## src/rtl/muldiv_pkg.sv

```systemverilog
// Shared types and encodings for the HI/LO mult/div sequencer.
package muldiv_pkg;

    typedef enum logic [2:0] {
        IDLE,
        START,
        WAIT,
        WRITE,
        FAULT
    } state_t;

    localparam logic [1:0] OP_MULT = 2'b00;
    localparam logic [1:0] OP_DIV  = 2'b01;

    localparam logic [1:0] EXC_OK      = 2'b00;
    localparam logic [1:0] EXC_DIVZ    = 2'b01;
    localparam logic [1:0] EXC_TIMEOUT = 2'b10;
    localparam logic [1:0] EXC_ILLEGAL = 2'b11;

endpackage

```

## src/rtl/muldiv_ctrl_if.sv

```systemverilog
// Request/completion handshake between the main control FSM and the sequencer.
interface muldiv_ctrl_if;

    logic        op_valid;
    logic        op_ready;
    logic [1:0]  op_kind;
    logic [31:0] operand_b;
    logic        abort;
    logic        busy;
    logic        done;
    logic [1:0]  exc;

    modport master (
        output op_valid, op_kind, operand_b, abort,
        input  op_ready, busy, done, exc
    );

    modport slave (
        input  op_valid, op_kind, operand_b, abort,
        output op_ready, busy, done, exc
    );

endinterface

```

## src/rtl/muldiv_timer.sv

```systemverilog
// Clearable up-counter with an expiry flag one count before TIMEOUT.
module muldiv_timer
    import muldiv_pkg::*;
#(
    parameter int unsigned TIMEOUT = 64,
    parameter int unsigned CNT_W   = $clog2(TIMEOUT + 1)
) (
    input  logic             Clk,
    input  logic             Reset,
    input  logic             clear,
    input  logic             en,
    output logic [CNT_W-1:0] count,
    output logic             expired
);

    always_ff @(posedge Clk or negedge Reset) begin
        if (!Reset) begin
            count <= '0;
        end else if (clear) begin
            count <= '0;
        end else if (en) begin
            count <= count + 1'b1;
        end
    end

    assign expired = (count == CNT_W'(TIMEOUT - 1));

endmodule

```

## src/rtl/muldiv_ctrl.sv

```systemverilog
// Sequencer for the shared HI/LO path: launches the multiplier or divider,
// waits for its done pulse and commits HI/LO, or reports an exception.
module muldiv_ctrl
    import muldiv_pkg::*;
#(
    parameter int unsigned TIMEOUT = 64,
    parameter int unsigned CNT_W   = $clog2(TIMEOUT + 1)
) (
    input  logic                Clk,
    input  logic                Reset,
    muldiv_ctrl_if.slave        bus,
    output logic                mult_start,
    input  logic                mult_done,
    output logic                div_start,
    input  logic                div_done,
    output logic                divmult_sel,
    output logic                hi_we,
    output logic                lo_we
);

    state_t     state_q, state_d;
    logic [1:0] kind_q, kind_d;
    logic [1:0] exc_q, exc_d;
    logic       unit_done;
    logic       expired;
    logic       timer_clear;
    logic [CNT_W-1:0] count;

    assign timer_clear = (state_q != WAIT) || bus.abort;

    muldiv_timer #(
        .TIMEOUT (TIMEOUT),
        .CNT_W   (CNT_W)
    ) u_timer (
        .Clk     (Clk),
        .Reset   (Reset),
        .clear   (timer_clear),
        .en      (state_q == WAIT),
        .count   (count),
        .expired (expired)
    );

    always_ff @(posedge Clk or negedge Reset) begin
        if (!Reset) begin
            state_q <= IDLE;
            kind_q  <= OP_MULT;
            exc_q   <= EXC_OK;
        end else begin
            state_q <= state_d;
            kind_q  <= kind_d;
            exc_q   <= exc_d;
        end
    end

    always_comb begin
        state_d   = state_q;
        kind_d    = kind_q;
        exc_d     = exc_q;
        unit_done = (kind_q == OP_MULT) ? mult_done : div_done;

        case (state_q)
            IDLE: begin
                if (bus.op_valid && !bus.abort) begin
                    kind_d = bus.op_kind;
                    if (bus.op_kind[1]) begin
                        state_d = FAULT;
                        exc_d   = EXC_ILLEGAL;
                    end else if (bus.op_kind == OP_DIV && bus.operand_b == '0) begin
                        state_d = FAULT;
                        exc_d   = EXC_DIVZ;
                    end else begin
                        state_d = START;
                    end
                end
            end
            START: state_d = WAIT;
            WAIT: begin
                // Done beats timeout when both happen in the same cycle.
                if (unit_done) begin
                    state_d = WRITE;
                end else if (expired) begin
                    state_d = FAULT;
                    exc_d   = EXC_TIMEOUT;
                end
            end
            WRITE:   state_d = IDLE;
            FAULT:   state_d = IDLE;
            default: state_d = IDLE;
        endcase

        if (bus.abort && state_q != IDLE) begin
            state_d = IDLE;
        end

        bus.op_ready = (state_q == IDLE);
        bus.busy     = (state_q != IDLE);
        mult_start   = (state_q == START) && (kind_q == OP_MULT) && !bus.abort;
        div_start    = (state_q == START) && (kind_q != OP_MULT) && !bus.abort;
        hi_we        = (state_q == WRITE) && !bus.abort;
        lo_we        = (state_q == WRITE) && !bus.abort;
        bus.done     = (state_q == WRITE || state_q == FAULT) && !bus.abort;
        bus.exc      = (state_q == FAULT) ? exc_q : EXC_OK;
        divmult_sel  = (kind_q == OP_MULT) &&
                       (state_q == START || state_q == WAIT || state_q == WRITE);
    end

endmodule

```

## src/flat_wrapper.sv

```systemverilog
// flat-port wrapper written by rule: the top's interface ports become plain ports
module muldiv_ctrl_flat import muldiv_pkg::*;
#(
    parameter int unsigned TIMEOUT = 64,
    parameter int unsigned CNT_W   = $clog2(TIMEOUT + 1)
)
  (Clk, Reset, mult_start, mult_done, div_start, div_done, divmult_sel, hi_we, lo_we, bus_op_valid, bus_op_kind, bus_operand_b, bus_abort, bus_op_ready, bus_busy, bus_done, bus_exc);
  muldiv_ctrl_if bus_i ();
  input  logic Clk;
  input  logic Reset;
  output logic mult_start;
  input  logic mult_done;
  output logic div_start;
  input  logic div_done;
  output logic divmult_sel;
  output logic hi_we;
  output logic lo_we;
  input wire logic [$bits(bus_i.op_valid)-1:0] bus_op_valid;
  input wire logic [$bits(bus_i.op_kind)-1:0] bus_op_kind;
  input wire logic [$bits(bus_i.operand_b)-1:0] bus_operand_b;
  input wire logic [$bits(bus_i.abort)-1:0] bus_abort;
  output wire logic [$bits(bus_i.op_ready)-1:0] bus_op_ready;
  output wire logic [$bits(bus_i.busy)-1:0] bus_busy;
  output wire logic [$bits(bus_i.done)-1:0] bus_done;
  output wire logic [$bits(bus_i.exc)-1:0] bus_exc;
  assign bus_i.op_valid = bus_op_valid;
  assign bus_i.op_kind = bus_op_kind;
  assign bus_i.operand_b = bus_operand_b;
  assign bus_i.abort = bus_abort;
  assign bus_op_ready = bus_i.op_ready;
  assign bus_busy = bus_i.busy;
  assign bus_done = bus_i.done;
  assign bus_exc = bus_i.exc;
  muldiv_ctrl #(.TIMEOUT(TIMEOUT), .CNT_W(CNT_W)) u_core (.Clk(Clk), .Reset(Reset), .bus(bus_i), .mult_start(mult_start), .mult_done(mult_done), .div_start(div_start), .div_done(div_done), .divmult_sel(divmult_sel), .hi_we(hi_we), .lo_we(lo_we));
endmodule
```

## config.mk

```make
export PLATFORM = sky130hd
export DESIGN_NAME = muldiv_ctrl_flat
export DESIGN_NICKNAME = d
export VERILOG_FILES = /design/src/rtl/muldiv_pkg.sv /design/src/rtl/muldiv_ctrl_if.sv /design/src/rtl/muldiv_timer.sv /design/src/rtl/muldiv_ctrl.sv /design/src/flat_wrapper.sv
export SDC_FILE = /design/constraint.sdc
export NUM_CORES = 1
export LEC_CHECK = 0
export BUFFER_PORTS_ARGS = -buffer_cell sky130_fd_sc_hd__buf_4
export CAP_MARGIN = 20
export CORE_MARGIN = 2
export CORE_UTILIZATION = 40
export CTS_CLUSTER_SIZE = 12
export DETAILED_ROUTE_END_ITERATION = 6
export PLACE_DENSITY = 0.74
export SYNTH_ARGS = -nofsm -noshare
export SYNTH_HDL_FRONTEND = slang
export SYNTH_SLANG_ARGS = --single-unit
```

## constraint.sdc

```tcl
create_clock -name Clk -period 2.9 [get_ports Clk]
set_input_delay 0.29 -clock Clk [delete_from_list [all_inputs] [get_ports Clk]]
set_output_delay 0.29 -clock Clk [all_outputs]
set_load 0.01 [all_outputs]
```

# Word level (Yosys, flattened, before mapping)
# Cells that the tools add are included.
# W data, S select, Z words.
[totals]
ff_bits = 14
inputBits = 40
output_inout_bits = 10
word_cells = 60
[op_classes]
n_mux = 17
n_eq_ne = 13
n_addsub = 1
reduce_logical = 25
[ops]
columns = ["operator", "count"]
rows = [
  ["$logic_not A32 Y1", 1],
  ["$mux W3", 6],
  ["$mux W7", 2],
  ["$mux W2", 6],
  ["$logic_and A1 B1 Y1", 10],
  ["$pmux W3 S3", 1],
  ["$add A7 B1 Y7 const B", 1],
  ["$eq A7 B6 Y1 const B", 1],
  ["$eq A3 B2 Y1 const B", 2],
  ["$ne A3 B2 Y1 const B", 2],
  ["$reduce_bool A2 Y1", 3],
  ["$reduce_and A5 Y1", 1],
  ["$logic_or A1 B1 Y1", 4],
  ["$ne A2 B1 Y1 const B", 2],
  ["$ne A4 B1 Y1 const B", 1],
  ["$pmux W2 S2", 1],
  ["$reduce_and A2 Y1", 2],
  ["$eq A3 B1 Y1 const B", 1],
  ["$eq A3 B3 Y1 const B", 1],
  ["$logic_not A3 Y1", 1],
  ["$ne A3 B1 Y1 const B", 1],
  ["$reduce_bool A3 Y1", 1],
  ["$eq A2 B1 Y1 const B", 1],
  ["$logic_not A2 Y1", 1],
  ["other kinds (3)", 3],
]

# Logic depth before layout (Yosys ltp)
# Gate-level depths: netlist of run 1.
[logic_depth]
depth_word = 7
mapped_depth = 5

# Cells and area by module
# A second synthesis of run 1 with hierarchy kept.
[unflattened]
hier_cells = 95
hier_area_um2 = 894.6
[modules_own_cells]
columns = ["mod", "instances", "area_per_inst_um2", "seq_area_each_um2", "cells_each"]
rows = [
  ["muldiv_ctrl", 1, 570.5, 175.2, 65],
  ["muldiv_timer", 1, 324.1, 175.2, 30],
]

# Worst setup path after synthesis of run 1
# Ideal clock, no wire load.
[synth_path]
path_type = "reg-to-reg"
startpoint = "register u_core.state_q[2]"
endpoint = "register u_core.exc_q[1]"
arrival_time_ns = 1.581
setup_ns = 0.094
path_stages_with_launch = 6
path_slack_ns = 1.225
required_ns = 2.806
path_cell_list = "dfrtp_1 > buf_6 > or3b_4 > or3_1 > a32o_1 > a211oi_1"
[synth_between]
elab_chain_cells = 3
word_cells_on_any_way = 9
classes_between = "eq/ne (5); mux (1); reduce/logical (3)"
[synth_rtl]
columns = ["element", "line", "text"]
rows = [
  ["from (decl)", "muldiv_ctrl.sv:21", "state_t state_q, state_d;"],
  ["from (signal assigned)", "muldiv_ctrl.sv:49", "state_q <= state_d;"],
  ["$eq A3 B2 Y1 / $logic_not A3 Y1 (equally long branches)", "muldiv_ctrl.sv:61", "case (state_q)"],
  ["$ne A2 B2 Y1 (no line) (tied with other cells)", "n/a", ""],
  ["$reduce_and A5 Y1 (no line)", "n/a", ""],
  ["to (signal assigned)", "muldiv_ctrl.sv:47", "exc_q <= EXC_OK;"],
  ["to (signal assigned)", "muldiv_ctrl.sv:51", "exc_q <= exc_d;"],
  ["to (decl)", "muldiv_ctrl.sv:23", "logic [1:0] exc_q, exc_d;"],
]
# Parallel ways exist; a longest one is shown, timed or not.
# A chain may end at the register's enable or synchronous reset.

# Final worst setup path of run 1
[layout_path]
startpoint = "register u_core.state_q[2]"
endpoint = "output port mult_start"
[layout_between]
elab_chain_cells = 3
[layout_rtl]
columns = ["element", "line", "text"]
rows = [
  ["$eq A3 B1 Y1", "muldiv_ctrl.sv:97", "mult_start = (state_q == START) && (kind_q == OP_MULT) && !bus.abort;"],
  ["$logic_and A1 B1 Y1 (2 in series)", "muldiv_ctrl.sv:97", ""],
  ["to (decl)", "flat_wrapper.sv:11", "output logic mult_start;"],
]
# No other way between the ends.

==> impl.org, run 1 <==
** Status
- The run finished with clean final reports.

** Floorplan
- From left edge to right edge, the die measures 51.2 um.
- Die Footprint :: 2620 sq um
- In this run the core area contains 17 standard-cell rows.
- The floorplan step defined a core boundary enclosing 2150 sq um.
- During I/O placement, the number of pins put on the boundary was 50.
- From bottom edge to top edge, the die measures 51.2 um.
- Once the floorplan was initialized, standard cells occupied 41.4% of the core.

** Setup path
- Of all nets on the critical path, the largest fanout is 10.
- The critical path is of the reg2out type.
- STA classifies the critical path endpoint as a primary output.
- Critical-path top delay cell :: sky130_fd_sc_hd__dfrtp_1
- Setup slack on the worst flop-to-flop path :: 1.05 ns
- Critical path's largest stage delay :: 0.48 ns
- The startpoint identified for the worst register-to-register timing path is u_core.state_q[0]$_DFFE_PN0P_.
- STA puts the critical path data required time at 2.61 ns.
- In this design, the largest share of critical-path delay is due to simple AND/OR/NAND/NOR gates.
- Data arrives at the worst endpoint at 1.58 ns.
- Counting cells, the worst reg-to-reg path comes to 4.
- CP Launch Type :: flop
- Together, buffers and inverters on the worst path number 1.
- Worst reg2reg path endpoint :: u_core.exc_q[1]$_DFFE_PN0P_
- The critical path goes through or2_2 -> nor4_1 -> buf_4.

** Clock network
- Clock Root Buffer :: sky130_fd_sc_hd__clkbuf_4
- Number of CTS-inserted buffers :: 3
- Clock-pin slew was measured on the worst setup and hold paths at 0.08 ns.
- TritonCTS built the clock tree.
- In this run the deepest clock path goes through 2 buffers.
- In this run the number of H-tree levels came out at 1.
- For the worst-skew pair, the clock arrives at the later sink with an insertion delay of 0.28 ns.
- Counting every sink on the clock net gives 14.
- Post-CTS setup repair buffer count :: 0

** STA
- Unrepaired setup endpoints after global routing :: no
- Summed over all failing endpoints, the final setup total negative slack is 0 ns.
- Transition time at the pin with the least slew margin :: 0.667 ns
- Final count of pins violating max slew :: 0
- After layout, the worst setup slack is 1.03 ns.
- In this run the tightest slew margin relative to its limit is 55.1%.
- Max frequency :: 0.534 GHz
- For the final database, setup skew stands at 0.00391 ns.
- Dividing the final minimum period by the clock period gives 64.6%.
- Setup violations remaining at the end of the flow were counted as 0.
- Number of hold-slack violations in the final timing report :: 0
- Final period demand of the worst path :: 1.87 ns

** Synth
- After synthesis the netlist holds a flip-flop and latch count of 14.
- The number of nets handed over by synthesis was 140.
- Number of distinct library cells after synthesis :: 38
- Seq/Total Area, Yosys :: 39.4%
- Cell area after synthesis :: 890 sq um
- Each instance of the synthesized netlist takes up on average 8.99 sq um.
- Ys Warns :: 0
- Number of instances in the synthesized netlist :: 99

** Drt
- For this block, the initial DRC count from the detailed router was 19.
- The count of nets left with antenna violations once routing finished came out at 0.
- Number of remaining DRC errors :: 0
- Detail-routed via count per cell :: 5.54
- Detailed Route WL :: 2300 um
- Before antenna repair, the detailed router went through 4 iterations.
- The final route contains 987 vias.
- In the final routed layout, each cell accounts on average for 12.9 um.

** Hold path
- The startpoint identified for the worst hold timing path is bus_op_kind[0].
- Class of the worst hold path :: in2reg
- For hold timing, the worst endpoint is u_core.kind_q[0]$_DFFE_PN0P_.
- The worst hold path was traced through 2 stages.

** Final layout
- Relative to the synthesized area, the layout overhead comes to 48.0%.
- In the final layout, the multi-input gates occupy 509 sq um.
- The sequential cells in the finished layout cover a total of 350 sq um.
- Of the cells placed in the final design, the portion with a size suffix greater than 1 is 42.7%.
- The repair_antennas step left the layout with diodes totalling 0.
- Layout fillers :: 193
- For this run, the post-layout net count is 192.

** Pwr
- Largest vdd supply drop :: 292 uV
- The analysis attributes to cell leakage a power of 0.000600 uW.
- Dividing total power by cell area gives a power density of 386 nW/um^2.

** GRT
- Summed over all layers, the global routing overflow is 0.
- The number of antenna violations at the first check in global routing was 0.
- Entering global routing, the biggest net connects 15 pins.
- Global-route wire length before repair :: 3820 um
- Global routing consumed, over all layers together, 19.6% of the routing resources.
- The via count of the first global-routing pass was 959.

** Place
- Dpl hpwl :: 1890 um
- The count of buffers added on input and output ports is 49.
- Worst setup timing slack at the placement stage :: 1.11 ns
- Final weighted congestion in routability-driven placement :: 0.776

** Job
- Across the run, the number of max-cap violations was 0.
-- report_power, final --
part | internal, uW | total, uW | switching (uW)
logic | 78.5 | 140 | 61.3
clock network | 76.5 | 141 | 64.1
registers | 210 | 227 | 17.0
total | 365 | 508 | 142
-- worst register-to-register path: cells and delay by family, from the launching register on --
kind / cells / cell delay (ns)
AOI/OAI and AO/OA: 3 / 0.65
DFF: 1 / 0.47
and+or+nand+nor: 1 / 0.64
-- sequential cells by signal, summed over array words and instances (netlist names) --
register / flops
u_core.kind_q: 2
u_core.exc_q: 2
u_core.state_q: 3
u_core.u_timer.count: 7
-- cell families (layout without fill, tap and decap cells) --
family,after synthesis,count (layout),synth area share [%]
mux,3,3,3.66
simple gates,59,59,38.1
fa+ha+maj,1,1,1.41
flops,14,14,39.4
buf+inv,5,56,3.38
compound gates,13,13,10.1
xor+xnor,4,4,3.94
-- layout make-up --
| class | instances | area share, % |
|---|---|---|
| Multi-Input combinational cell | 80 | 38.7 |
| Tap cell | 28 | 2.66 |
| Clock buffer | 4 | 2.76 |
| Timing Repair Buffer | 50 | 28.7 |
| Inverter | 2 | 0.570 |
| Sequential cell | 14 | 26.6 |
-- through the flow --
| step | total power (uW) | cell area (sq um) | cells | utilization (%) | hold slack [ns] |
|---|---|---|---|---|---|
| 2_1_floorplan | 295 | 890 | 99 | - | -0.00559 |
| 3_3_place_gp | 364 | 1270 | 173 | 59.1 | 0.145 |
| 3_5_place_dp | 368 | 1270 | 173 | 59.1 | 0.146 |
| 4_1_cts | 510 | 1320 | 178 | 61.3 | 0.243 |
| 5_1_grt | 535 | 1320 | 178 | 61.3 | 0.252 |
| 6_report | 508 | 1320 | 178 | 61.3 | 0.247 |
-- placed cells by master (no fill, tap or decap), drive strengths merged, types with 2 or more instances in the layout --
master	netlist	layout
o21ai	3	3
xor2	3	3
clkbuf	1	4
and3	3	3
buf	2	49
or2	2	2
nand3	2	2
and2b	2	2
inv	2	2
nand3b	2	2
a21oi	4	4
mux2	2	2
or3	4	4
nand4	3	3
nand4b	2	2
dfrtp	14	14
nor4	10	10
nand2	9	9
nor3	3	3
nor2	12	12
-- cells in the mapped netlist --
master | count | area, sq um
sky130_fd_sc_hd__or3b_4 | 1 | 11.3
sky130_fd_sc_hd__a2111oi_2 | 1 | 15.0
sky130_fd_sc_hd__or3_4 | 1 | 11.3
sky130_fd_sc_hd__buf_6 | 1 | 11.3
sky130_fd_sc_hd__xnor2_1 | 1 | 8.76
sky130_fd_sc_hd__nor4b_1 | 1 | 8.76
sky130_fd_sc_hd__or2b_1 | 1 | 7.51
sky130_fd_sc_hd__mux2i_1 | 1 | 10.0
sky130_fd_sc_hd__or3_2 | 1 | 7.51
sky130_fd_sc_hd__inv_1 | 2 | 7.51
sky130_fd_sc_hd__nor3_1 | 3 | 15.0
sky130_fd_sc_hd__nand3b_1 | 2 | 15.0
sky130_fd_sc_hd__or3_1 | 2 | 12.5
sky130_fd_sc_hd__nor2b_1 | 1 | 6.26
sky130_fd_sc_hd__xor2_1 | 3 | 26.3
sky130_fd_sc_hd__or2_2 | 2 | 12.5
sky130_fd_sc_hd__nand3_1 | 2 | 10.0
sky130_fd_sc_hd__clkbuf_1 | 1 | 3.75
sky130_fd_sc_hd__and3_2 | 1 | 7.51
sky130_fd_sc_hd__a32o_1 | 1 | 10.0
sky130_fd_sc_hd__ha_1 | 1 | 12.5
sky130_fd_sc_hd__nor4_1 | 10 | 62.6
sky130_fd_sc_hd__o32ai_1 | 1 | 8.76
sky130_fd_sc_hd__and2b_2 | 2 | 17.5
sky130_fd_sc_hd__and2_1 | 1 | 6.26
sky130_fd_sc_hd__buf_4 | 1 | 7.51
sky130_fd_sc_hd__a31oi_1 | 1 | 6.26
sky130_fd_sc_hd__dfrtp_1 | 14 | 350
sky130_fd_sc_hd__a211oi_1 | 1 | 7.51
sky130_fd_sc_hd__o211ai_1 | 1 | 7.51
sky130_fd_sc_hd__mux2_2 | 2 | 22.5
sky130_fd_sc_hd__a21oi_1 | 4 | 20.0
sky130_fd_sc_hd__nand4_1 | 3 | 18.8
sky130_fd_sc_hd__and3_1 | 2 | 12.5
sky130_fd_sc_hd__o21ai_0 | 3 | 15.0
sky130_fd_sc_hd__nor2_1 | 12 | 45.0
sky130_fd_sc_hd__nand2_1 | 9 | 33.8
sky130_fd_sc_hd__nand4b_1 | 2 | 17.5
-- worst max-delay path by stage --
stage | start | end | slack (ns) | cells after the start
final | u_core.state_q[2]$_DFFE_PN0P_ | mult_start | 1.03 | 3
after global routing | u_core.state_q[1]$_DFFE_PN0P_ | u_core.exc_q[1]$_DFFE_PN0P_ | 0.95 | 4
after CTS | u_core.state_q[2]$_DFFE_PN0P_ | mult_start | 1.03 | 3
after global placement | u_core.state_q[1]$_DFFE_PN0P_ | u_core.exc_q[1]$_DFFE_PN0P_ | 1.16 | 4
after floorplan | u_core.state_q[2]$_DFFE_PN0P_ | u_core.exc_q[1]$_DFFE_PN0P_ | 1.23 | 5
after detailed placement | u_core.state_q[1]$_DFFE_PN0P_ | u_core.exc_q[1]$_DFFE_PN0P_ | 1.11 | 4
-- repair_timing --
item / in CTS / in global routing
resized for setup: 0 / 0
hold buffers: 1 / 0
endpoints found under the hold margin: 14 / 0
-- per-layer routing --
metal / up-vias / GRT usage (%) / part of all wire [%]
li1: 472 / - / -
met1: 449 / 21.4 / 39
met2: 60 / 36.8 / 51
met3: 6 / 2.63 / 8.2
met4: 0 / 9.46 / 1.6
met5: - / 0 / 0
Power figures use the tool's default switching activity.
==> run 2: changes to the inputs <==
--- a/config.mk
+++ b/config.mk
@@ -5,13 +5,14 @@
 export SDC_FILE = /design/constraint.sdc
 export NUM_CORES = 1
 export LEC_CHECK = 0
+export ABC_AREA = 1
 export BUFFER_PORTS_ARGS = -buffer_cell sky130_fd_sc_hd__buf_4
 export CAP_MARGIN = 20
 export CORE_MARGIN = 2
 export CORE_UTILIZATION = 40
 export CTS_CLUSTER_SIZE = 12
 export DETAILED_ROUTE_END_ITERATION = 6
-export PLACE_DENSITY = 0.74
+export PLACE_DENSITY = 0.72
 export SYNTH_ARGS = -nofsm -noshare
 export SYNTH_HDL_FRONTEND = slang
 export SYNTH_SLANG_ARGS = --single-unit
==> constraint.sdc (replaced) <==
create_clock -name Clk -period 1.8 [get_ports Clk]
set_input_delay 0.18 -clock Clk [delete_from_list [all_inputs] [get_ports Clk]]
set_output_delay 0.18 -clock Clk [all_outputs]
set_load 0.01 [all_outputs]
==> run 2 against run 1 <==
Against the previous run: sequential power increased by 98%; synthesized area up 5.8%; worst setup slack lost 0.86 ns; power increased to 2.6 times the previous value; via count rose by 4.1%; global-route usage is 1.2 points lower; clock skew decreased by 0.0033 ns; sequential share of layout area fell by 1.3 points; core utilization up 1.2 points; routed wire length grew 4.3%; critical endpoint unchanged; largest cell class unchanged.
==> impl.org, run 2 <==
** Clock network
- Clock Root Buffer :: sky130_fd_sc_hd__clkbuf_4 (unchanged)
- The level count of the clock H-tree is 1 (unchanged).
- Clk slew on worst S/H paths :: 0.09 ns (was 0.08 ns)
- The number of sinks driven by the clock tree was 14 (unchanged).
- The number of buffers created by CTS came to 3 (unchanged).
- The source-to-sink clock delay at the later pin of the worst-skew pair came to 0.28 ns (about the same).
- The number of post-CTS setup repair buffers came to 0 (unchanged).
- The count of hold buffers inserted by post-cts repair is 1 (unchanged).
- The number of buffers between clock root and the deepest sink came to 2 (unchanged).
- Clock tree from TritonCTS :: built (unchanged)
- The number of gates resized after CTS came to 0 (unchanged).

** Final layout
- The fraction of layout cells with a size suffix above 1 came to 39.2% (was 42.7%).
- The filler-free cell count of the finished design came to 217 (was 178).
- Largest registers in the final layout :: u_core.u_timer.count (7), u_core.state_q (3) (unchanged)
- The final-stage net count came to 231 (was 192).
- The flip-flop count of the largest register after layout is 7 (unchanged).
- Top library cells by usage in the layout, fill and taps aside :: sky130_fd_sc_hd__buf_4 (49), sky130_fd_sc_hd__nor2_1 (33), sky130_fd_sc_hd__nand2_1 (29) (was sky130_fd_sc_hd__buf_4 (49), sky130_fd_sc_hd__dfrtp_1 (14), sky130_fd_sc_hd__nor2_1 (12))
- The register containing the most flip-flops in the final layout is u_core.u_timer.count (unchanged).
- Post-route cell area :: 1380 sq um (was 1320 sq um)
- The area growth from synthesis to layout is 46.9% (was 48.0%).
- The leading cell type in the layout, fill and taps excluded is sky130_fd_sc_hd__buf_4 (unchanged).
- Core occupancy in the finished layout :: 62.5% (was 61.3%)
- The antenna diode count is 0 (unchanged).

** Synth
- The warning count from the yosys run is 0 (unchanged).
- The most used standard cell by instance count after synthesis was sky130_fd_sc_hd__nor2_1 (was sky130_fd_sc_hd__dfrtp_1).
- Largest area contributor in the netlist :: sky130_fd_sc_hd__dfrtp_1 (unchanged)
- Net Count, Synth :: 177 (was 140)
- Dominant cells by area after synthesis :: sky130_fd_sc_hd__dfrtp_1 (37%), sky130_fd_sc_hd__nor2_1 (13%), sky130_fd_sc_hd__nand2_1 (12%), sky130_fd_sc_hd__inv_1 (5.6%), sky130_fd_sc_hd__nand3_2 (4.3%) (was sky130_fd_sc_hd__dfrtp_1 (39%), sky130_fd_sc_hd__nor4_1 (7.0%), sky130_fd_sc_hd__nor2_1 (5.1%), sky130_fd_sc_hd__nand2_1 (3.8%), sky130_fd_sc_hd__xor2_1 (3.0%))
- Main synth FF type :: sky130_fd_sc_hd__dfrtp_1 (unchanged)
- Commonest cells post-synth :: sky130_fd_sc_hd__nor2_1 (33), sky130_fd_sc_hd__nand2_1 (29), sky130_fd_sc_hd__dfrtp_1 (14), sky130_fd_sc_hd__inv_1 (14) (was sky130_fd_sc_hd__dfrtp_1 (14), sky130_fd_sc_hd__nor2_1 (12), sky130_fd_sc_hd__nor4_1 (10), sky130_fd_sc_hd__nand2_1 (9), sky130_fd_sc_hd__a21oi_1 (4))
- The number of flops mapped to enable cells by yosys is 0 (unchanged).
- The part of the Yosys area used for sequential elements is 37.2% (was 39.4%).
- The average size of a mapped cell came to 6.92 sq um (was 8.99 sq um).
- The area share of the largest cell type after synthesis was 37.2% (was 39.4%).
- Cell area after synthesis :: 941 sq um (was 890 sq um)
- The number of instances in the synthesized netlist is 136 (was 99).
- #FFs+latches synth :: 14 (unchanged)
- The number of distinct library cells after synthesis was 23 (was 38).
- The share of async-settable or async-resettable flops after synthesis is 100% (unchanged).

** Pwr
- The internal power component came to 788 uW (was 365 uW).
- Switching portion of total power :: 40.9% (was 28.0%)
- Switch Pwr :: 546 uW (was 142 uW)
- Part of the total power dissipated in the clock network :: 17.0% (was 27.7%)
- The combinational share of power was 49.3% (was 27.5%).
- Relative contribution of sequential cells to total power :: 33.7% (was 44.8%)
- The reported leakage power came to 0.000678 uW (was 0.000600 uW).
- The areal power density over the cells was 965 nW/um^2 (was 386 nW/um^2).
- The worst IR drop on VDD came to 484 uV (was 292 uV).

** Setup path
- Maximum fanout along the worst path :: 5 (was 10)
- Endpoint type of the worst setup path :: primary output (unchanged)
- The required time of the worst setup path is 1.62 ns (was 2.61 ns).
- Worst Setup Path Type :: reg2out (unchanged)
- Critical path, cell by cell :: nor3_1 -> inv_1 -> nor3_1 -> buf_4 (was or2_2 -> nor4_1 -> buf_4)
- CP Launch Type :: flop (unchanged)
- Number of buffer and inverter instances along the worst setup path :: 2 (was 1)
- Most common cell type on the critical path :: sky130_fd_sc_hd__nor3_1
- The category of cells accounting for the largest share of critical-path delay was flip-flops (was simple AND/OR/NAND/NOR gates).
- Critical-path top delay cell :: sky130_fd_sc_hd__dfrtp_1 (unchanged)
- Critical path's largest stage delay :: 0.47 ns (was 0.48 ns)
- Crit path DAT :: 1.45 ns (was 1.58 ns)

** STA
- The final critical path takes up 90.6% of the cycle.
- Final period demand of the worst path :: 1.63 ns
- Unrepaired setup endpoints after global routing :: no (unchanged)
- The final count of pins violating max slew was 0 (unchanged).
- The transition time at the pin with the least slew margin was 0.270 ns (was 0.667 ns).
- Worst rel slew slack :: 81.8% (was 55.1%)
- The final setup TNS came to 0 ns (unchanged).
- The setup clock skew after layout is 0.000560 ns (was 0.00391 ns).
- Total of endpoints with negative setup slack in the final report :: 0 (unchanged)
- The number of hold-slack violations in the final timing report came to 0 (unchanged).
- Max frequency :: 0.613 GHz

** Drt
- The detailed router's first-iteration violation count came to 10 (was 19).
- The iteration count of the initial detailed-routing pass is 2 (was 4).
- The via count of the routed design was 1027 (was 987).
- The total wire length after detailed routing came to 2400 um (was 2300 um).
- The via count normalized by instance count is 4.73 (was 5.54).
- The number of remaining DRC errors came to 0 (unchanged).
- Detailed-route wire length per cell :: 11.1 um (was 12.9 um)
- The number of nets with antenna violations after detailed routing came to 0 (unchanged).

** Place
- The HPWL after detailed placement was 2130 um (was 1890 um).
- The number of instances in the placed design is 212 (was 173).
- Final weighted congestion in routability-driven placement :: 0.801 (was 0.776)
- The count of buffers from port buffering was 49 (unchanged).
- Cell area after placement :: 1340 sq um (was 1270 sq um)

** Hold path
- Class of the worst hold path :: in2reg (unchanged)

** Job
- The reported max-cap violation count was 0 (unchanged).

** Floorplan
- The I/O pin count was 50 (unchanged).
- Core region area :: 2210 sq um (was 2150 sq um)
- The floorplan row count was 17 (unchanged).
- Effective utilization at floorplan :: 42.5% (was 41.4%)
- Overall die width :: 52.5 um (was 51.2 um)
- The die area was 2760 sq um (was 2620 sq um).
- The die boundary height was 52.5 um (was 51.2 um).

** GRT
- The global-route usage over all layers came to 18.4% (was 19.6%).
- The global route total overflow came to 0 (unchanged).
- The largest net degree at the start of global routing came to 15 (unchanged).
- Number of antenna violations at the first check in global routing :: 0 (unchanged)
- Global-route wire length before repair :: 3820 um (about the same)
- The via count of the first global-routing pass was 978 (was 959).

** Status
- Status: complete, no violations (unchanged).
-- run 2: changes by cell type after synthesis, moves of 3 or more --
cell	previous run	this run
sky130_fd_sc_hd__inv_1	2	14
sky130_fd_sc_hd__inv_2	0	4
sky130_fd_sc_hd__nand2_1	9	29
sky130_fd_sc_hd__nand2_2	0	3
sky130_fd_sc_hd__nand3_2	0	4
sky130_fd_sc_hd__nor2_1	12	33
sky130_fd_sc_hd__nor2_2	0	3
sky130_fd_sc_hd__nor4_1	10	1
sky130_fd_sc_hd__xor2_1	3	0
-- run 2: power by group through the flow --
stage                     combinational [uW]  sequential (uW)  clock, uW
final                                    658              450        227
after CTS                                666              450        229
after global routing                     731              458        242
after floorplan                          422              439          0
after detailed placement                 660              456          0
after global placement                   652              451          0
-- run 2: per-layer routing --
metal / GRT usage [%] / wire length [um] / part of all wire (%) / vias to the layer above
met2: 35.6 / 1340 / 56 / 26
met5: 0 / 0 / 0 / -
li1: - / - / - / 536
met4: 3.85 / 17 / 0.71 / 0
met1: 20.5 / 967 / 40 / 463
met3: 3.43 / 74 / 3.1 / 2
-- run 2: layout make-up --
cell class                 count  area, sq um
timing repair buffer          50          378
tap                           28         35.0
fill                         189          830
clock buffer                   4         36.3
sequential                    14          350
multi-input combinational    102          510
inverter                      19         72.6
-- run 2: cell families after synthesis --
family                   after synthesis  share of synthesized area (%)
flip-flops                            14                           37.2
AND/OR/NAND/NOR                       87                           44.5
AO/OA/AOI/OAI                         14                           8.38
adder cells (fa/ha/maj)                1                           1.33
buffers and inverters                 20                           8.51
-- run 2: path summary, 6_finish.rpt --
kind | startpoint | end | slack [ns] | cells after the start
min in group asynchronous | Reset | u_core.exc_q[0]$_DFFE_PN0P_ | 0.27 | 2
max in group asynchronous | Reset | u_core.state_q[0]$_DFFE_PN0P_ | 1.37 | 2
min reg2reg | u_core.u_timer.count[0]$_DFFE_PN0P_ | u_core.u_timer.count[0]$_DFFE_PN0P_ | 0.47 | 1
max | u_core.state_q[2]$_DFFE_PN0P_ | mult_start | 0.17 | 4
min | bus_op_kind[0] | u_core.kind_q[0]$_DFFE_PN0P_ | 0.17 | 3
max reg2reg | u_core.u_timer.count[0]$_DFFE_PN0P_ | u_core.exc_q[0]$_DFFE_PN0P_ | 0.38 | 8
-- run 2: metrics by stage --
step	setup WS [ns]	hold slack, ns	total power [uW]
floorplan	0.507	-0.116	861
global placement	0.460	0.0354	1100
detailed placement	0.386	0.0388	1120
CTS	0.188	0.170	1340
global route	0.0486	0.205	1430
finish	0.169	0.170	1330
-- run 2: tightest hold or removal path: cells and delay by family --
family | cells | cell delay, ns
AOI/OAI and AO/OA | 1 | 0.07
buffers and inverters | 2 | 0.16
==> run 3: changes to the inputs <==
--- a/config.mk
+++ b/config.mk
@@ -9,10 +9,10 @@
 export BUFFER_PORTS_ARGS = -buffer_cell sky130_fd_sc_hd__buf_4
 export CAP_MARGIN = 20
 export CORE_MARGIN = 2
-export CORE_UTILIZATION = 40
+export CORE_UTILIZATION = 44
 export CTS_CLUSTER_SIZE = 12
 export DETAILED_ROUTE_END_ITERATION = 6
-export PLACE_DENSITY = 0.72
+export PLACE_DENSITY = 0.79
 export SYNTH_ARGS = -nofsm -noshare
 export SYNTH_HDL_FRONTEND = slang
 export SYNTH_SLANG_ARGS = --single-unit
==> run 3 against run 2 <==
Against the previous run: power grew 0.42%; routed wire length decreased by 1.6%; fmax grew 0.61%; clock skew rose by 0.013 ns; via count up 1.3%; first-iteration DRC count is 70% higher; hold slack improved by 0.027 ns; register-to-register slack about the same; sequential power about the same; cell area about the same; cell count decreased by 0.46%; combinational power grew 0.9%; critical path type unchanged; highest routed layer unchanged.
==> impl.org, run 3 (synthesis gave the netlist of run 2 again) <==
** GRT
- The global-route wire length before repair came to 4080 um (was 3820 um).
- The largest net degree at the start of global routing was 15 (unchanged).
- Number of global-route vias before repair :: 1009 (was 978)
- The number of antenna violations at the first check in global routing is 0 (unchanged).
- GRT overflow :: 0 (unchanged)
- Global Route Usage Sum :: 20.8% (was 18.4%)

** Final layout
- Number of nets in the final layout :: 231 (unchanged)
- The leading cell type in the layout, fill and taps excluded is sky130_fd_sc_hd__buf_4 (unchanged).
- Largest registers in the final layout: u_core.u_timer.count (7), u_core.state_q (3) (unchanged).
- Antenna fix cells :: 0 (unchanged)
- Core occupancy in the finished layout :: 69.7% (was 62.5%)
- Post-route cell area :: 1380 sq um (about the same)
- Top library cells by usage in the layout, fill and taps aside :: sky130_fd_sc_hd__buf_4 (49), sky130_fd_sc_hd__nor2_1 (33), sky130_fd_sc_hd__nand2_1 (29) (unchanged)
- Largest reg by FF count :: u_core.u_timer.count (unchanged)
- The flip-flop count of the largest register after layout was 7 (unchanged).
- The area growth from synthesis to layout came to 46.8% (was 46.9%).
- Ratio of cells with drive above 1 in the final layout :: 39.2% (unchanged)
- Layout fillers :: 172 (was 189)

** STA
- The setup clock skew after layout is 0.0136 ns (was 0.000560 ns).
- The ratio of final minimum period to clock period was 90.1% (was 90.6%).
- Setup ws final :: 0.179 ns (was 0.169 ns)
- Number of hold-slack violations in the final timing report :: 0 (unchanged)
- Final period demand of the worst path :: 1.62 ns (was 1.63 ns)
- The final setup TNS was 0 ns (unchanged).
- Unrepaired setup endpoints after global routing :: no (unchanged)
- Transition time at the pin with the least slew margin :: 0.281 ns (was 0.270 ns)
- Final count of pins violating max slew :: 0 (unchanged)
- The highest clock frequency the design can meet came to 0.617 GHz (was 0.613 GHz).
- Worst rel slew slack :: 81.1% (was 81.8%)
- Total of endpoints with negative setup slack in the final report :: 0 (unchanged)

** Drt
- The total wire length after detailed routing came to 2360 um (was 2400 um).
- The number of remaining DRC errors is 0 (unchanged).
- Number of nets with antenna violations after routing :: 0 (unchanged)
- The iteration count of the initial detailed-routing pass is 5 (was 2).
- Detail-routed via count per cell :: 4.81 (was 4.73)
- Total number of vias :: 1040 (was 1027)
- The mean routed wirelength per cell came to 10.9 um (was 11.1 um).
- Initial detailed-routing violation count :: 17 (was 10)

** Clock network
- The source-to-sink clock delay at the later pin of the worst-skew pair was 0.28 ns (about the same).
- Number of instances resized during post-cts repair :: 0 (unchanged)
- The cell at the root of the clock tree was sky130_fd_sc_hd__clkbuf_4 (unchanged).
- Number of CTS-inserted buffers :: 3 (unchanged)
- The number of sinks driven by the clock tree was 14 (unchanged).
- Number of H-tree levels :: 1 (unchanged)
- Clock tree from TritonCTS :: built (unchanged)
- CTS Buffer Depth :: 2 (unchanged)
- The post-CTS clock slew at the launch and capture registers of the worst setup and hold paths was 0.10 ns (was 0.09 ns).

** Place
- The setup slack at placement is 0.387 ns (was 0.386 ns).
- Final weighted congestion in routability-driven placement :: 0.907 (was 0.801)
- Dpl hpwl :: 2000 um (was 2130 um)
- Quantity of I/O buffers inserted on ports :: 49 (unchanged)
- Cell area after placement :: 1340 sq um (about the same)

** Floorplan
- The I/O pin count came to 50 (unchanged).
- The effective utilization at floorplan was 47.5% (was 42.5%).
- The core box area came to 1980 sq um (was 2210 sq um).
- The die boundary height came to 50.2 um (was 52.5 um).
- The die width came to 50.2 um (was 52.5 um).
- The die area came to 2520 sq um (was 2760 sq um).
- The floorplan row count was 16 (was 17).

** Setup path
- CP Launch Type :: flop (unchanged)
- The worst path arrival time was 1.44 ns (was 1.45 ns).
- The required time of the worst setup path was 1.62 ns (about the same).
- Maximum fanout along the worst path :: 5 (unchanged)
- Setup slack on the worst flop-to-flop path :: 0.39 ns (was 0.38 ns)
- Endpoint type of the worst setup path :: primary output (unchanged)
- The category of the critical setup timing path is reg2out (unchanged).

** Pwr
- Switching portion of total power :: 41.2% (was 40.9%)
- The net switching power of the design came to 552 uW (was 546 uW).
- Part of the total power dissipated in the clock network :: 16.9% (was 17.0%)
- Combinational power share :: 49.5% (was 49.3%)
- Largest vdd supply drop :: 556 uV (was 484 uV)
- The overall power after layout was 1340 uW (was 1330 uW).
- The internal power component came to 788 uW (about the same).
- The areal power density over the cells is 970 nW/um^2 (was 965 nW/um^2).
- Static Leak :: 0.000678 uW (unchanged)
- Relative contribution of sequential cells to total power :: 33.5% (was 33.7%)

** Job
- Number of max-capacitance violations reported :: 0 (unchanged)

** Hold path
- The class of the most critical hold timing path is in2reg (unchanged).

** Status
- Status :: complete, no violations (unchanged)
## run 3: cell counts in the layout (fill, tap and decap cells not counted)
No cell type changed its count.
## run 3: worst max-delay path, cell delays in order, from the launching register on
cell	delay [ns]
sky130_fd_sc_hd__dfrtp_1	0.47
sky130_fd_sc_hd__nor3_1	0.30
sky130_fd_sc_hd__inv_1	0.10
sky130_fd_sc_hd__nor3_1	0.15
sky130_fd_sc_hd__buf_4	0.15
## run 3: final timing paths
path / depth (start not counted) / endpoint / startpoint
max in group asynchronous: 2 / u_core.u_timer.count[2]$_DFFE_PN0P_ / Reset
min in group asynchronous: 2 / u_core.u_timer.count[4]$_DFFE_PN0P_ / Reset
setup / recovery: 4 / mult_start / u_core.state_q[2]$_DFFE_PN0P_
hold reg to reg: 1 / u_core.u_timer.count[0]$_DFFE_PN0P_ / u_core.u_timer.count[0]$_DFFE_PN0P_
hold / removal: 3 / u_core.kind_q[0]$_DFFE_PN0P_ / bus_op_kind[0]
setup reg to reg: 8 / u_core.exc_q[1]$_DFFE_PN0P_ / u_core.u_timer.count[0]$_DFFE_PN0P_
## run 3: layer usage
metal	vias up	part of all wire [%]	global-route usage, %
met3	2	6.4	4.17
met4	0	0.13	4.17
li1	537	-	-
met1	457	39	23.2
met2	44	55	40.1
met5	-	0	0
## run 3: per-stage QoR
stage | cells | hold WS, ns
floorplan | 136 | -0.116
global placement | 211 | 0.0360
detailed placement | 211 | 0.0399
CTS | 216 | 0.200
global route | 216 | 0.201
finish | 216 | 0.197
## run 3: power by group through the flow
stage | combinational [uW] | clock (uW) | sequential [uW]
2_1_floorplan | 422 | 0 | 439
3_3_place_gp | 646 | 0 | 451
3_5_place_dp | 662 | 0 | 452
4_1_cts | 666 | 229 | 447
5_1_grt | 744 | 244 | 456
6_report | 664 | 227 | 449
## run 3: cell type report
class                   instances  area [sq um]  area share (%)
inverters                      19          72.6            5.25
flip-flops and latches         14           350            25.4
multi-input cells             102           510            37.0
repair buffers                 50           378            27.4
clock buffers                   4          36.3            2.63
well taps                      27          33.8            2.45
## run 3: timing repair
action,in CTS,in global routing
hold buffers,1,0
endpoints found under the hold margin,14,0
setup buffers,0,0
